$ cat src/rtl/config_pkg.sv
// Core configuration subset consumed by the WorldGuard tagging stage.
// Field names match the CVA6 config struct so the block drops in unchanged.
package config_pkg;

  typedef struct packed {
    int unsigned XLEN;
    int unsigned AxiAddrWidth;
    int unsigned AxiIdWidth;
    int unsigned WgNWorlds;
    bit          WgSMWGEn;
    bit          WgSSWGEn;
  } cva6_cfg_t;

  localparam cva6_cfg_t cva6_cfg_empty = '{
    XLEN:         64,
    AxiAddrWidth: 64,
    AxiIdWidth:   4,
    WgNWorlds:    128,
    WgSMWGEn:     1'b1,
    WgSSWGEn:     1'b1
  };

endpackage

$ cat src/rtl/wg_pkg.sv
// WorldGuard shared definitions: CSR addresses, privilege codes,
// tagger FSM states and the world-ID type.
package wg_pkg;

  localparam logic [11:0] CSR_MLWID     = 12'h390;
  localparam logic [11:0] CSR_SLWID     = 12'h190;
  localparam logic [11:0] CSR_MWIDDELEG = 12'h748;

  localparam logic [1:0] PRIV_U = 2'b00;
  localparam logic [1:0] PRIV_S = 2'b01;
  localparam logic [1:0] PRIV_M = 2'b11;

  localparam int unsigned WG_WID_W = 7;

  typedef logic [WG_WID_W-1:0] wid_t;

  typedef enum logic {
    ST_RUN,
    ST_DRAIN
  } wg_state_e;

endpackage

$ cat src/rtl/wg_csr.sv
// WorldGuard CSR storage (mlwid, slwid, mwiddeleg) with WARL
// legalisation and effective world-ID selection.
module wg_csr
  import wg_pkg::*;
#(
  parameter config_pkg::cva6_cfg_t CVA6Cfg =
    config_pkg::cva6_cfg_empty,
  parameter int unsigned WidWidth =
    $clog2(CVA6Cfg.WgNWorlds)
) (
  input  logic                    clk_i,
  input  logic                    rst_ni,
  input  logic [WidWidth-1:0]     mwid_i,
  input  logic [1:0]              priv_lvl_i,
  input  logic                    v_i,
  input  logic                    csr_we_i,
  input  logic [11:0]             csr_addr_i,
  input  logic [CVA6Cfg.XLEN-1:0] csr_wdata_i,
  output logic [CVA6Cfg.XLEN-1:0] csr_rdata_o,
  output logic                    csr_hit_o,
  output logic [WidWidth-1:0]     wid_next_o
);

  localparam int unsigned DelegW =
    (CVA6Cfg.WgNWorlds < CVA6Cfg.XLEN) ?
    CVA6Cfg.WgNWorlds : CVA6Cfg.XLEN;

  logic [WidWidth-1:0] mlwid_q;
  logic [WidWidth-1:0] slwid_q;
  logic [DelegW-1:0]   deleg_q;

  logic                is_m;
  logic                hit_ml;
  logic                hit_sl;
  logic                hit_dl;
  logic                deleg_ok;
  logic [WidWidth-1:0] req_idx;
  logic                unused_ok;

  // VS/VU resolve exactly like S/U, so v_i carries no extra selection.
  assign unused_ok = ^{v_i, csr_wdata_i};

  assign is_m    = (priv_lvl_i == PRIV_M);
  assign hit_ml  = CVA6Cfg.WgSMWGEn &&
                   (csr_addr_i == CSR_MLWID);
  assign hit_dl  = CVA6Cfg.WgSMWGEn &&
                   (csr_addr_i == CSR_MWIDDELEG);
  assign hit_sl  = CVA6Cfg.WgSSWGEn &&
                   (csr_addr_i == CSR_SLWID);
  assign req_idx = csr_wdata_i[WidWidth-1:0];

  // Worlds beyond the delegation mask width are never delegated.
  always_comb begin
    deleg_ok = 1'b0;
    for (int i = 0; i < int'(DelegW); i++) begin
      if (req_idx == WidWidth'(i)) deleg_ok = deleg_q[i];
    end
  end

  always_ff @(posedge clk_i or negedge rst_ni) begin
    if (!rst_ni) begin
      mlwid_q <= '0;
      slwid_q <= '0;
      deleg_q <= '0;
    end else if (csr_we_i) begin
      if (is_m && hit_ml) mlwid_q <= req_idx;
      if (is_m && hit_dl) deleg_q <= csr_wdata_i[DelegW-1:0];
      if (hit_sl && deleg_ok) slwid_q <= req_idx;
    end
  end

  assign csr_hit_o = hit_ml || hit_sl || hit_dl;

  always_comb begin
    csr_rdata_o = '0;
    unique case (1'b1)
      hit_ml:  csr_rdata_o[WidWidth-1:0] = mlwid_q;
      hit_sl:  csr_rdata_o[WidWidth-1:0] = slwid_q;
      hit_dl:  csr_rdata_o[DelegW-1:0]   = deleg_q;
      default: csr_rdata_o = '0;
    endcase
  end

  always_comb begin
    wid_next_o = slwid_q;
    if (is_m)                wid_next_o = mwid_i;
    else if (deleg_q == '0)  wid_next_o = mlwid_q;
  end

endmodule

$ cat src/rtl/wg_wid_tagger.sv
// WorldGuard request tagger: stamps each request with the applied WID
// and drains all in-flight traffic before switching worlds.
module wg_wid_tagger
  import wg_pkg::*;
#(
  parameter config_pkg::cva6_cfg_t CVA6Cfg =
    config_pkg::cva6_cfg_empty,
  parameter int unsigned MaxOutstanding = 7,
  parameter int unsigned WidWidth =
    $clog2(CVA6Cfg.WgNWorlds)
) (
  input  logic                            clk_i,
  input  logic                            rst_ni,
  input  logic [WidWidth-1:0]             mwid_i,
  input  logic [1:0]                      priv_lvl_i,
  input  logic                            v_i,
  input  logic                            csr_we_i,
  input  logic [11:0]                     csr_addr_i,
  input  logic [CVA6Cfg.XLEN-1:0]         csr_wdata_i,
  output logic [CVA6Cfg.XLEN-1:0]         csr_rdata_o,
  output logic                            csr_hit_o,
  input  logic                            req_valid_i,
  output logic                            req_ready_o,
  input  logic [CVA6Cfg.AxiAddrWidth-1:0] req_addr_i,
  input  logic                            req_we_i,
  input  logic [CVA6Cfg.AxiIdWidth-1:0]   req_id_i,
  output logic                            req_valid_o,
  input  logic                            req_ready_i,
  output logic [CVA6Cfg.AxiAddrWidth-1:0] req_addr_o,
  output logic                            req_we_o,
  output logic [CVA6Cfg.AxiIdWidth-1:0]   req_id_o,
  output logic [WidWidth-1:0]             req_wid_o,
  input  logic                            rsp_done_i,
  output logic [WidWidth-1:0]             wid_o,
  output logic                            busy_o
);

  localparam int unsigned CntW = $clog2(MaxOutstanding + 1);
  localparam logic [CntW-1:0] CntMax = CntW'(MaxOutstanding);

  wg_state_e           state_q;
  wg_state_e           state_d;
  logic [CntW-1:0]     cnt_q;
  logic [WidWidth-1:0] wid_q;
  logic [WidWidth-1:0] wid_next;
  logic                wid_load;
  logic                init_q;
  logic                ready;
  logic                in_hs;
  logic                out_hs;
  logic                inc;
  logic                dec;

  wg_csr #(
    .CVA6Cfg  (CVA6Cfg),
    .WidWidth (WidWidth)
  ) i_csr (
    .clk_i       (clk_i),
    .rst_ni      (rst_ni),
    .mwid_i      (mwid_i),
    .priv_lvl_i  (priv_lvl_i),
    .v_i         (v_i),
    .csr_we_i    (csr_we_i),
    .csr_addr_i  (csr_addr_i),
    .csr_wdata_i (csr_wdata_i),
    .csr_rdata_o (csr_rdata_o),
    .csr_hit_o   (csr_hit_o),
    .wid_next_o  (wid_next)
  );

  // Until the first post-reset edge has captured mwid_i the applied
  // WID is not meaningful, so nothing is accepted or compared.
  always_comb begin
    state_d  = state_q;
    ready    = 1'b0;
    wid_load = 1'b0;
    unique case (state_q)
      ST_RUN: begin
        if (init_q) begin
          if (wid_next != wid_q) begin
            state_d = ST_DRAIN;
          end else begin
            ready = (cnt_q < CntMax) &&
                    (!req_valid_o || req_ready_i);
          end
        end
      end
      ST_DRAIN: begin
        if (!req_valid_o && cnt_q == '0) begin
          wid_load = 1'b1;
          state_d  = ST_RUN;
        end
      end
      default: state_d = ST_RUN;
    endcase
  end

  assign req_ready_o = ready;
  assign in_hs  = req_valid_i && ready;
  assign out_hs = req_valid_o && req_ready_i;
  assign inc    = out_hs;
  assign dec    = rsp_done_i && (cnt_q != '0);

  always_ff @(posedge clk_i or negedge rst_ni) begin
    if (!rst_ni) begin
      state_q <= ST_RUN;
      init_q  <= 1'b0;
      wid_q   <= '0;
    end else begin
      state_q <= state_d;
      init_q  <= 1'b1;
      if (!init_q)       wid_q <= mwid_i;
      else if (wid_load) wid_q <= wid_next;
    end
  end

  always_ff @(posedge clk_i or negedge rst_ni) begin
    if (!rst_ni) begin
      cnt_q <= '0;
    end else if (inc && !dec) begin
      if (cnt_q != CntMax) cnt_q <= cnt_q + 1'b1;
    end else if (dec && !inc) begin
      cnt_q <= cnt_q - 1'b1;
    end
  end

  always_ff @(posedge clk_i or negedge rst_ni) begin
    if (!rst_ni) begin
      req_valid_o <= 1'b0;
      req_addr_o  <= '0;
      req_we_o    <= 1'b0;
      req_id_o    <= '0;
      req_wid_o   <= '0;
    end else if (in_hs) begin
      req_valid_o <= 1'b1;
      req_addr_o  <= req_addr_i;
      req_we_o    <= req_we_i;
      req_id_o    <= req_id_i;
      req_wid_o   <= wid_q;
    end else if (out_hs) begin
      req_valid_o <= 1'b0;
    end
  end

  assign wid_o  = wid_q;
  assign busy_o = (state_q == ST_DRAIN) || (cnt_q != '0);

endmodule

$ cat config.mk
export PLATFORM = sky130hd
export DESIGN_NAME = wg_wid_tagger
export DESIGN_NICKNAME = d
export VERILOG_FILES = /design/src/rtl/config_pkg.sv /design/src/rtl/wg_pkg.sv /design/src/rtl/wg_csr.sv /design/src/rtl/wg_wid_tagger.sv
export SDC_FILE = /design/constraint.sdc
export NUM_CORES = 1
export LEC_CHECK = 0
export ABC_AREA = 1
export CAP_MARGIN = 20
export CORE_AREA = 10 10 165 167
export CTS_BUF_LIST = sky130_fd_sc_hd__clkbuf_8 sky130_fd_sc_hd__clkbuf_16
export CTS_CLUSTER_DIAMETER = 100
export DETAILED_ROUTE_END_ITERATION = 10
export DIE_AREA = 0 0 175 177
export GPL_TIMING_DRIVEN = 1
export PLACE_DENSITY = 0.68
export SLEW_MARGIN = 10
export SYNTH_ARGS = -nofsm -noshare
export SYNTH_HDL_FRONTEND = slang
export SYNTH_SLANG_ARGS = --single-unit
export TNS_END_PERCENT = 100
$ cat constraint.sdc
create_clock -name clk_i -period 3.85 [get_ports clk_i]
set_input_delay 0.77 -clock clk_i [delete_from_list [all_inputs] [get_ports clk_i]]
set_output_delay 0.77 -clock clk_i [all_outputs]
set_load 0.05 [all_outputs]
After elaboration in Yosys (flattened, before gate mapping)
Index checks and enable logic that the tools add are counted.
{"block": "word_totals", "register_bits": 167, "latchBits": 0, "mem_bits_rw": 0, "rom_bits": 0, "input_bits": 161, "out_inout_bits": 151, "mem_count": 0}
{"block": "op_classes", "addsub": 2, "multipliers": 0, "div_mod_pow": 0, "n_lt_le_gt_ge": 1, "eq_ne": 71, "shifts": 0, "muxes": 84, "n_bitwise": 1, "n_reduce_logical": 27}
{"operator": "7-bit by 6-bit == test with 1-bit output, second input constant", "n": 32}
{"operator": "7-bit by 5-bit == test with 1-bit output, second input constant", "n": 16}
{"operator": "1-bit two-way mux", "n": 74}
{"operator": "64-bit zero test", "n": 1}
{"operator": "57-bit two-way mux", "n": 1}
{"operator": "7-bit by 4-bit == test with 1-bit output, second input constant", "n": 8}
{"operator": "7-bit by 3-bit == test with 1-bit output, second input constant", "n": 4}
{"operator": "7-bit two-way mux", "n": 4}
{"operator": "7-bit case mux with 3 select lines", "n": 1}
{"operator": "7-bit by 2-bit == test with 1-bit output, second input constant", "n": 2}
{"operator": "12-bit by 10-bit == test with 1-bit output, second input constant", "n": 1}
{"operator": "12-bit by 11-bit == test with 1-bit output, second input constant", "n": 1}
{"operator": "12-bit by 9-bit == test with 1-bit output, second input constant", "n": 1}
{"operator": "1-bit logical AND", "n": 10}
{"operator": "3-bit two-way mux", "n": 3}
{"operator": "2-bit AND reduction", "n": 4}
{"operator": "7-bit by 1-bit == test with 1-bit output, second input constant", "n": 1}
{"operator": "7-bit zero test", "n": 1}
{"operator": "7-bit != test", "n": 1}
{"operator": "1-bit logical OR", "n": 4}
{"operator": "2-bit nonzero test", "n": 2}
{"operator": "3-bit by 1-bit adder with 3-bit output, second input constant", "n": 1}
{"operator": "1-bit zero test", "n": 3}
{"operator": "3-bit zero test", "n": 1}
{"operator": "other kinds (9)", "n": 9}

Depth between registers and ports, before layout
Gate-level depths: netlist of the first run.
{"block": "depth", "depth_word": 67, "mapped_depth": 40, "ltp_nobuf": 40}

Modules after synthesis
A second synthesis of the first run with hierarchy kept.
{"block": "unflattened", "cells_unflattened": 1063, "area_unflattened_um2": 8685.8}
{"module": "wg_csr", "instances": 1, "cells_per_inst": 599, "area_per_inst_um2": 4677.0, "seq_area_each_um2": 1951.9}
{"module": "wg_wid_tagger", "instances": 1, "cells_per_inst": 464, "area_per_inst_um2": 4008.8, "seq_area_each_um2": 2227.1}

Worst setup path before layout of the first run
Ideal clock, no wire load.
{"block": "synth_path", "path_kind": "reg-to-reg", "startpoint": "register i_csr.deleg_q[0]", "endpoint": "register req_addr_o[0]", "setup_ns": 0.125, "arrival_ns": 4.193, "required_ns": 3.725, "slack_ns": -0.468, "path_stages_with_launch": 16, "synth_period_minus_slack_ns": 4.318, "cell_sequence": "dfrtp_1 -> nor4_1 -> nand2_1 -> nor4_1 -> nand2_1 -> inv_1 -> o21ai_0 -> o22ai_1 -> xor2_1 -> nand4_1 -> nor4_1 -> nor3b_1 -> nand2_1 -> clkbuf_1 -> clkbuf_1 -> mux2_2"}
{"block": "synth_between", "elab_chain_len": 8}
{"element": "start, declared", "line": "wg_csr.sv:30", "source": "logic [DelegW-1:0] deleg_q;"}
{"element": "start signal, assigned", "line": "wg_csr.sv:67", "source": "if (is_m && hit_dl) deleg_q <= csr_wdata_i[DelegW-1:0];"}
{"element": "64-bit zero test", "line": "wg_csr.sv:87", "source": "else if (deleg_q == '0) wid_next_o = mlwid_q;"}
{"element": "7-bit two-way mux", "line": "wg_csr.sv:87"}
{"element": "7-bit two-way mux", "line": "wg_csr.sv:86", "source": "if (is_m) wid_next_o = mwid_i;"}
{"element": "7-bit != test", "line": "wg_wid_tagger.sv:80", "source": "if (wid_next != wid_q) begin"}
{"element": "1-bit two-way mux", "line": "wg_wid_tagger.sv:80"}
{"element": "1-bit two-way mux", "line": "wg_wid_tagger.sv:79", "source": "if (init_q) begin"}
{"element": "1-bit two-way mux", "line": "wg_wid_tagger.sv:77", "source": "unique case (state_q)"}
{"element": "named net req_ready_o", "line": "wg_wid_tagger.sv:23", "source": "output logic req_ready_o,"}
{"element": "1-bit logical AND", "line": "wg_wid_tagger.sv:99", "source": "assign in_hs = req_valid_i && ready;"}
{"element": "end signal, assigned", "line": "wg_wid_tagger.sv:136", "source": "req_addr_o <= req_addr_i;"}
{"element": "end, declared", "line": "wg_wid_tagger.sv:29", "source": "output logic [CVA6Cfg.AxiAddrWidth-1:0] req_addr_o,"}
The timed path passes the listed nets, and every way through them passes these cells.
A chain may end at the register's enable or synchronous reset.

Worst setup path after layout of the first run
{"block": "layout_path", "startpoint": "register i_csr.deleg_q[40]", "endpoint": "output req_ready_o"}
{"block": "layout_between", "elab_chain_len": 7}
{"element": "64-bit zero test", "line": "wg_csr.sv:87"}
{"element": "7-bit two-way mux", "line": "wg_csr.sv:87"}
{"element": "7-bit two-way mux", "line": "wg_csr.sv:86"}
{"element": "7-bit != test", "line": "wg_wid_tagger.sv:80"}
{"element": "1-bit two-way mux", "line": "wg_wid_tagger.sv:80"}
{"element": "1-bit two-way mux", "line": "wg_wid_tagger.sv:79"}
{"element": "1-bit two-way mux", "line": "wg_wid_tagger.sv:77"}
{"element": "end, declared", "line": "wg_wid_tagger.sv:23"}
No other way between the ends.

==> flow_summary_export.csv, run 1 <==
group,metric,value,unit
synthesis,yosysWarnings,0,
drt,wire_per_inst,18.6,microns
sta,post-route-period-util,108,%
global_route,grt_start_max_net_pins,83,
critical_path,crit_arrival,3.37,ns
critical_path,crit_fanout,8,
sta,fin_ws,-0.289,ns
floorplan,dieHeight,177,microns
hold_path,hp-class,"input port to asynchronous set/reset pin",
clock_network,cts_tree,"built",
sta,timing.fmax,0.242,GHz
power_and_ir_drop,power.total,0.00516,W
power_and_ir_drop,power.internal,0.00336,W
synthesis,syn_area_per_cell,9.93,sq um
critical_path,startpoint,"i_csr.deleg_q[40]",
sta,fin_crit,4.14,ns
clock_network,htree_levels,4,
critical_path,crit_end,"req_ready_o",
floorplan,start_util,34.2,%
placement,port-buffer-count,310,
critical_path,start_kind,"flop",
power_and_ir_drop,p_comb_share,27.1,%
power_and_ir_drop,power_per_cell_area,376,nW/um^2
synthesis,synth_area,8200,sq um
critical_path,reg2reg_to,"i_csr.slwid_q[5]",
floorplan,ios,312,
synthesis,synthArstFlopShare,100,%
power_and_ir_drop,p_seq_share,39.0,%
clock_network,clockBufferDepth,2,
drt,drt_pass1_iterations,5,
finish,final_cell_mix,"clkdlybuf4s50_1, dfrtp_1, mux2_2",
global_route,grt_overflow,0,
synthesis,synth_seq_cells,167,
clock_network,clk_latency,0.44,ns
placement,dp_hpwl,22900,microns
sta,tightest_slew,0.897,ns
clock_network,cts_root_buffer,"clkbuf_16",
sta,finalSetupViolCount,1,
outcome,violations,"setup timing",
global_route,grt_pass1_vias,7736,
synthesis,synthCells,826,
power_and_ir_drop,switching_power,0.00180,W
critical_path,end_kind,"primary output",
sta,clock_skew,0.0178,ns
critical_path,critPathKind,"flop to primary output",
synthesis,yosysSeqAreaShare,51.0,%
floorplan,num_rows,57,
drt,ant_nets,0,
placement,gp_congestion,0.914,
floorplan,die_w,175,microns
sta,drv_slew,0,
global_route,grt.total_usage,18.5,%
drt,vias,7493,
critical_path,cp_data_required_time,3.08,ns
drt,initialDrtViolationCount,689,
sta,relSlewSlack,39.8,%
critical_path,rr_startpoint,"i_csr.deleg_q[0]",
finish,layout_commonest_cell,"clkdlybuf4s50_1",
synthesis,synth_nets,988,
power_and_ir_drop,p_clk_share,33.9,%
floorplan,die_area,31000,sq um
power_and_ir_drop,ir_drop,0.230,mV
finish,syn2layout_area_growth,67.4,%
sta,hold_violations,0,
critical_path,r2r_cells,38,
sta,rsz0062_at_grt,"true",
critical_path,reg2reg_slack,0.09,ns
power_and_ir_drop,swShare,34.9,%
synthesis,synth_top_flop_cell,"dfrtp_1",
outcome,status,"finished, violations left",
synthesis,synth_cell_type_count,38,
floorplan,core,24000,sq um
finish,final_util,57.3,%
clock_network,clock-sinks,167,
drt,drc_errors,0,
synthesis,synth_edf_count,0,
power_and_ir_drop,leakagePower,6.23,nW
clock_network,path_clk_slew,0.08,ns
drt,drt_wl_total,29000,microns
finish,final_nets,1378,
finish,drive_gt1_share,31.5,%
global_route,grt_pass1_wl,45100,microns
clock_network,cts-buffers-inserted,17,
global_route,antenna_found_initial,1,
drt,vias_per_cell,4.82,
run,max_cap_viol_count,0,
critical path: stages, from the launching register on:
cell and delay [ns]:
dfrtp_1 0.40, nor4_2 0.33, nand4_1 0.17, nor4_2 0.28, buf_4 0.15, nand2_2 0.04, buf_6 0.14, o211ai_1 0.20
o21ai_1 0.13, xor2_1 0.16, nand4_1 0.13, nor4_2 0.28, nor3b_2 0.24, buf_4 0.16, buf_12 0.13
routing by layer:
metal / global-route usage (%) / wire length [microns] / vias to the layer above
met1: 21.7 / 11700 / 3652
met2: 31.7 / 14700 / 240
li1: - / - / 3572
met5: 0 / 0 / -
met4: 4.49 / 411 / 0
met3: 6.40 / 2100 / 29
stage by stage:
step / hold WS [ns] / setup slack [ns] / area [sq um] / TNS [ns] / std cells
after floorplan: 0.442 / 0.0810 / 8210 / 0 / 826
after global placement: 0.468 / -0.681 / 12900 / -4.70 / 1516
after detailed placement: 0.474 / -0.803 / 12900 / -5.50 / 1516
after CTS: 0.404 / -0.325 / 13600 / -0.325 / 1548
after global routing: 0.423 / -0.558 / 13700 / -3.42 / 1554
final: 0.376 / -0.289 / 13700 / -0.289 / 1554
how the worst min path moves through the flow:
stage | endpoint | cells past startpoint | start | slack (ns)
2_1_floorplan | i_csr.slwid_q[1] | 2 | i_csr.slwid_q[1] | 0.44
3_3_place_gp | req_wid_o[3] | 2 | req_wid_o[3] | 0.47
3_5_place_dp | i_csr.slwid_q[4] | 2 | i_csr.slwid_q[4] | 0.47
6_report | req_addr_o[6] | 1 | rst_ni | 0.38
4_1_cts | req_addr_o[44] | 1 | rst_ni | 0.40
5_1_grt | req_addr_o[6] | 1 | rst_ni | 0.42
logic make-up (layout without fill, tap and decap cells):
logic type | Yosys count | after routing | share of synthesized area (%)
and+or+nand+nor | 313 | 313 | 18.4
DFF | 167 | 167 | 51.0
buffers and inverters | 151 | 554 | 7.46
muxes | 128 | 128 | 17.6
AOI/OAI and AO/OA | 58 | 58 | 4.59
xor gates and xnor gates | 7 | 7 | 0.748
adders and majority gates | 1 | 1 | 0.244
other | 1 | 2 | 0.0457
flip-flops by register name (all words and copies together), names as in the netlist, 3 cells and up:
| register | flops |
|---|---|
| i_csr.deleg_q | 64 |
| req_addr_o | 64 |
| i_csr.mlwid_q | 7 |
| i_csr.slwid_q | 7 |
| req_wid_o | 7 |
| wid_o | 7 |
| req_id_o | 4 |
| cnt_q | 3 |
cell usage after synthesis (all sizes together) (2+ instances only):
cell type | number | share of area (%)
a31o | 3 | 0.32
buf | 5 | 0.35
clkbuf | 26 | 1.6
dfrtp | 167 | 51
inv | 119 | 5.4
mux2 | 128 | 18
nand2 | 100 | 4.8
nand3 | 32 | 2.1
nand4 | 48 | 3.8
nor2 | 90 | 4.4
nor3 | 15 | 1.0
nor3b | 2 | 0.18
nor4 | 22 | 1.7
o211ai | 10 | 0.92
o21ai | 30 | 1.9
o221ai | 9 | 0.96
o22ai | 3 | 0.23
or2 | 4 | 0.31
xor2 | 6 | 0.64
repair_timing:
item / CTS / global route
pin swaps: 4 / 17
endpoints found under the hold margin: 0 / 0
setup buffers: 0 / 5
endpoints found under the setup margin: 8 / 8
hold buffers: 0 / 0
resized for setup: 29 / 45
area by class of cell:
class / instances / area, sq um
Antenna cell: 1 / 2.50
Timing Repair Buffer: 403 / 4530
Clock inverter: 15 / 176
Fill cell: 2083 / 10200
Inverter: 119 / 454
Tap cell: 324 / 405
Sequential cell: 167 / 4180
Clock buffer: 17 / 425
Multi-Input combinational cell: 508 / 3560
power groups by stage:
stage	Sequential (W)	Combinational, W	Clock [W]
4_1_cts	0.00201	0.00140	0.00179
5_1_grt	0.00204	0.00147	0.00185
6_report	0.00201	0.00140	0.00175
3_3_place_gp	0.00204	0.00138	0
2_1_floorplan	0.00252	0.000282	0
3_5_place_dp	0.00205	0.00139	0
Power figures use the tool's default switching activity.
==> run 2, diff against run 1 <==
--- a/config.mk
+++ b/config.mk
@@ -9,7 +9,7 @@
 export CAP_MARGIN = 20
 export CORE_AREA = 10 10 165 167
 export CTS_BUF_LIST = sky130_fd_sc_hd__clkbuf_8 sky130_fd_sc_hd__clkbuf_16
-export CTS_CLUSTER_DIAMETER = 100
+export CTS_CLUSTER_DIAMETER = 80
 export DETAILED_ROUTE_END_ITERATION = 10
 export DIE_AREA = 0 0 175 177
 export GPL_TIMING_DRIVEN = 1
==> results of run 2 <==
The final DEF is identical to that of run 1; final timing and power are the same.
